==> src/rtl/cordic_rotation.sv <==
// Iterative rotation-mode CORDIC: rotates a Q2.14 vector by a Q2.14 angle,
// one micro-rotation per cycle, followed by a single gain-compensation cycle.
module cordic_rotation (
  input  logic               Clk,
  input  logic               Rst,
  input  logic signed [15:0] x_in,
  input  logic signed [15:0] y_in,
  input  logic signed [15:0] theta_in,
  input  logic               operands_val,
  input  logic               ack,
  output logic signed [15:0] x_out,
  output logic signed [15:0] y_out,
  output logic               out_valid
);

  localparam logic [1:0] IDLE  = 2'd0;
  localparam logic [1:0] ITER  = 2'd1;
  localparam logic [1:0] SCALE = 2'd2;
  localparam logic [1:0] DONE  = 2'd3;

  // 1/K in Q2.14
  localparam logic signed [33:0] GAIN = 34'sd9949;

  logic [1:0]         state;
  logic [3:0]         iter;
  logic signed [17:0] x_acc, y_acc, z_acc;
  logic signed [17:0] x_sh, y_sh, atan_i;
  logic signed [17:0] x_next, y_next, z_next;
  logic signed [33:0] x_wide, y_wide, x_prod, y_prod;

  function automatic logic signed [17:0] atan_lut(input logic [3:0] idx);
    logic signed [17:0] a;
    case (idx)
      4'd0:    a = 18'sh03244;
      4'd1:    a = 18'sh01DAC;
      4'd2:    a = 18'sh00FAE;
      4'd3:    a = 18'sh007F5;
      4'd4:    a = 18'sh003FF;
      4'd5:    a = 18'sh00200;
      4'd6:    a = 18'sh00100;
      4'd7:    a = 18'sh00080;
      4'd8:    a = 18'sh00040;
      4'd9:    a = 18'sh00020;
      4'd10:   a = 18'sh00010;
      4'd11:   a = 18'sh00008;
      4'd12:   a = 18'sh00004;
      4'd13:   a = 18'sh00002;
      4'd14:   a = 18'sh00001;
      default: a = 18'sh00000;
    endcase
    return a;
  endfunction

  function automatic logic signed [15:0] sat16(input logic signed [33:0] v);
    logic signed [15:0] r;
    if (v > 34'sd32767)
      r = 16'sh7FFF;
    else if (v < -34'sd32768)
      r = 16'sh8000;
    else
      r = v[15:0];
    return r;
  endfunction

  // micro-rotation datapath; direction follows the sign of the residual angle
  always_comb begin
    x_sh   = x_acc >>> iter;
    y_sh   = y_acc >>> iter;
    atan_i = atan_lut(iter);
    if (z_acc[17]) begin
      x_next = x_acc + y_sh;
      y_next = y_acc - x_sh;
      z_next = z_acc + atan_i;
    end else begin
      x_next = x_acc - y_sh;
      y_next = y_acc + x_sh;
      z_next = z_acc - atan_i;
    end
  end

  // gain compensation; arithmetic shift of the full product floors toward -inf
  always_comb begin
    x_wide = {{16{x_acc[17]}}, x_acc};
    y_wide = {{16{y_acc[17]}}, y_acc};
    x_prod = x_wide * GAIN;
    y_prod = y_wide * GAIN;
  end

  always_ff @(posedge Clk) begin
    if (Rst) begin
      state     <= IDLE;
      iter      <= 4'd0;
      x_acc     <= '0;
      y_acc     <= '0;
      z_acc     <= '0;
      x_out     <= '0;
      y_out     <= '0;
      out_valid <= 1'b0;
    end else begin
      case (state)
        IDLE: begin
          if (operands_val) begin
            x_acc <= {{2{x_in[15]}}, x_in};
            y_acc <= {{2{y_in[15]}}, y_in};
            z_acc <= {{2{theta_in[15]}}, theta_in};
            iter  <= 4'd0;
            state <= ITER;
          end
        end
        ITER: begin
          x_acc <= x_next;
          y_acc <= y_next;
          z_acc <= z_next;
          iter  <= iter + 4'd1;
          if (iter == 4'd15)
            state <= SCALE;
        end
        SCALE: begin
          x_out     <= sat16(x_prod >>> 14);
          y_out     <= sat16(y_prod >>> 14);
          out_valid <= 1'b1;
          state     <= DONE;
        end
        DONE: begin
          if (ack) begin
            out_valid <= 1'b0;
            state     <= IDLE;
          end
        end
        default: state <= IDLE;
      endcase
    end
  end

endmodule

==> config.mk <==
export PLATFORM = sky130hd
export DESIGN_NAME = cordic_rotation
export DESIGN_NICKNAME = d
export VERILOG_FILES = /design/src/rtl/cordic_rotation.sv
export SDC_FILE = /design/constraint.sdc
export NUM_CORES = 1
export LEC_CHECK = 0
export BUFFER_PORTS_ARGS = -buffer_cell sky130_fd_sc_hd__buf_2
export CAP_MARGIN = 10
export CORE_MARGIN = 8
export CORE_UTILIZATION = 27
export DETAILED_ROUTE_END_ITERATION = 10
export PLACE_DENSITY = 0.4
export RECOVER_POWER = 50
export SETUP_SLACK_MARGIN = 0.3
export SKIP_LAST_GASP = 1
export SLEW_MARGIN = 30
export SYNTH_ARGS = -nofsm -noshare
export SYNTH_HDL_FRONTEND = slang
export SYNTH_SLANG_ARGS = --single-unit
==> constraint.sdc <==
create_clock -name Clk -period 6 [get_ports Clk]
set_input_delay 0.3 -clock Clk [delete_from_list [all_inputs] [get_ports Clk]]
set_output_delay 0.3 -clock Clk [all_outputs]
set_load 0.02 [all_outputs]
==> results.ini <==
[global_route]
grt_pass1_wl_um=92400
grt_usage=0.143
overflow=0
antenna_found_initial=0
grt_pass1_vias=16590
grt_max_degree=46

[cts]
cts_tree=yes
cts_sinks=107
cts-htree-levels=3
clkTransAtPathRegs_ps=100
cts.root.buffer_cell=clkbuf_16
cts_buffers=9
clk_latency_ps=400
cts-hold-fix-buffers=0
clockBufferDepth=2

[worst_hold_path]
min_path_cells=3
min_to=z_acc[9]$_SDFFE_PP0P_
hp-class=input port to register
hold_start=theta_in[9]

[floorplanning]
design.core.area_um2=71400
core.rowCount=98
die_w_um=284
die_h_um=284
dieArea_um2=80700
start_util=0.272
io_pins=85

[finish]
layout.nets=2983
final_area_um2=23700
final_common_cell=inv_1
layout_common_cells=inv_1, ha_1, fa_1
drive_above_1_share=0.219
syn_to_final_growth_pct=22.3
n_antenna_cell=0

[critical_path]
arrival_ps=6530
start_kind=register
required_ps=6280
critPathMaxFanout=8
reg2reg_depth=26
rrSetupSlack_ps=-250
critPathKind=register to register
critical_path.endpoint_type=register
rr_startpoint=x_acc[9]$_SDFFE_PP0P_
reg2reg_to=x_out[2]$_SDFFE_PP0P_

[routing]
maxUsedRoutingLayer=met4
route.met3.wl_um=1660
drc=0
totalWireLength_um=57700
firstDrtPassIters=5
ant_nets=0
via_per_inst=4.64
via_count=15616
met2_length_um=28500
drt_iter0_markers=706
wirelength_met1_um=26300
wl_per_cell_um=17.1

[logic_synthesis]
synth_warnings=0
synth_compound_area_frac=0.128
syn-num-nets=2743
ys_seq_area_frac=0.110
synthCells=2170
synth_top_family_by_area=adder cells
ys.flop_type=dfxtp_1
yosys_register_bits=107
async_flop_share=0
synthMuxAreaShare=0.0693
syn_avg_cell_area_um2=8.94
synth_xor_area_frac=0.0573
yosysUniqueCellTypes=77
yosys.area_share.simple=0.104
synth_fa_ha_area_frac=0.428
synth_edf_count=0
syn_area_um2=19400

[sta]
fin_ws_ps=-248
drv_slew=74
rsz0062_at_grt=yes
timing.hold.ws_ps=154
setup_viol=31
period_share=1.04
fin_skew_ps=18.5
setup_tns_ps=-5260
finalCriticalPeriod_ps=6250
relSlewSlack=-0.479
report.final.hold_viol_count=0
max_slew.worst_pin.slew_ps=2220
fmax_mhz=160

[place]
gp_congestion=0.824
io_buffers=84
placed_cell_area_um2=22900
post-dp-hpwl_um=48800

[run]
max_cap_viol_count=2

[run_status]
status=finished with violations
violations=max-capacitance violations, max-slew violations, negative setup slack

==> sequential cells by signal, summed over array words and instances (netlist names) <==
register   count
x_acc         18
out_valid      1
iter           4
atan_i        14
state          2
y_acc         18
x_out         16
y_out         16
z_acc         18
==> kinds of logic after synthesis <==
family / Yosys count
compound gates: 376
mux: 84
buf+inv: 525
flops: 107
simple gates: 431
fa+ha+maj: 521
xor+xnor: 126
==> metrics by stage <==
step                cells  utilization  setup slack [ps]
floorplan            2170            -              58.2
global placement     3325        0.320              -501
detailed placement   3325        0.320              -516
CTS                  3362        0.332              -275
global route         3365        0.333              -537
finish               3365        0.333              -248
==> final cells by class <==
cell class / count / area (um^2)
Multi-Input combinational cell: 1538 / 16200
Inverter: 458 / 1720
Clock buffer: 9 / 225
Timing Repair Buffer: 296 / 2100
Clock inverter: 7 / 80.1
Tap cell: 950 / 1190
Sequential cell: 107 / 2240
Fill cell: 7600 / 47600
==> synth_stat cells (4+ instances only) <==
library cell  number  area (um^2)
o21a_1             9         67.6
nor3_1            41          205
fa_1             237         4740
buf_2             14         70.1
xor2_1            55          482
nor4_1             9         56.3
nor2_1           197          739
ha_1             284         3550
nand2b_1          14         87.6
a211o_1            4         35.0
nand3_1           24          120
a211oi_1          36          270
nor3b_1            4         30.0
o22ai_1           21          131
nor2b_1            9         56.3
nand4_1            7         43.8
dfxtp_1          107         2140
o32ai_1            4         35.0
inv_1            456         1710
and3_1            15         93.8
mux2_2            12          135
buf_1             11         41.3
and2_1            13         81.3
mux2i_1           33          330
o21bai_1           7         52.6
buf_6              4         45.0
or3_1              4         25.0
clkbuf_1          36          135
a221o_1            5         50.1
a21o_1            25          188
mux4_2            39          878
or2_2              4         25.0
o211ai_1           7         52.6
a21boi_0           7         52.6
xnor2_1           70          613
a2111oi_0          4         35.0
o21ai_1            7         35.0
a31oi_1           21          131
a222oi_1          17          170
a21oi_1          124          621
nand2_1           75          282
o21ai_0           49          245
==> worst max path at each step <==
stage	depth (start not counted)	endpoint	slack [ps]	from
after global routing	26	x_out[1]$_SDFFE_PP0P_	-540	x_acc[9]$_SDFFE_PP0P_
after global placement	25	y_out[0]$_SDFFE_PP0P_	-500	y_acc[8]$_SDFFE_PP0P_
final	26	x_out[2]$_SDFFE_PP0P_	-250	x_acc[9]$_SDFFE_PP0P_
after detailed placement	25	y_out[0]$_SDFFE_PP0P_	-520	y_acc[8]$_SDFFE_PP0P_
after CTS	26	x_out[2]$_SDFFE_PP0P_	-270	x_acc[9]$_SDFFE_PP0P_
after floorplan	24	y_out[9]$_SDFFE_PP0P_	60	y_acc[10]$_SDFFE_PP0P_
==> critical path, cell delays in order (launching register included) <==
cell and delay (ps):
dfxtp_4 380, buf_12 130, ha_4 260, inv_2 40
fa_1 500, inv_2 40, fa_1 470, fa_1 490
fa_1 520, inv_2 40, fa_1 530, inv_1 50
ha_2 170, a211oi_2 220, o211ai_1 120, a221o_1 360
a2111o_1 330, a21oi_4 180, nor3_4 70, o21ai_2 200
a31oi_4 150, a2111oi_4 260, o31ai_4 110, buf_4 170
buf_12 130, o22ai_1 140, nor2_1 60
==> repair_timing <==
| action | CTS | global route |
|---|---|---|
| gates resized for setup | 70 | 15 |
| setup buffers | 19 | 3 |
| endpoints found under the setup margin | 32 | 36 |
| pin swaps | 55 | 6 |
| gates cloned | 2 | 0 |
==> metal layers <==
| layer | up-vias | track usage |
|---|---|---|
| li1 | 7683 | - |
| met1 | 7685 | 0.190 |
| met2 | 205 | 0.246 |
| met3 | 43 | 0.0140 |
| met4 | 0 | 0.0365 |
| met5 | - | 0 |
Power is left out: the tool's default activity adds up to more than one toggle a clock period on the data nets, which glitch-free logic cannot reach.
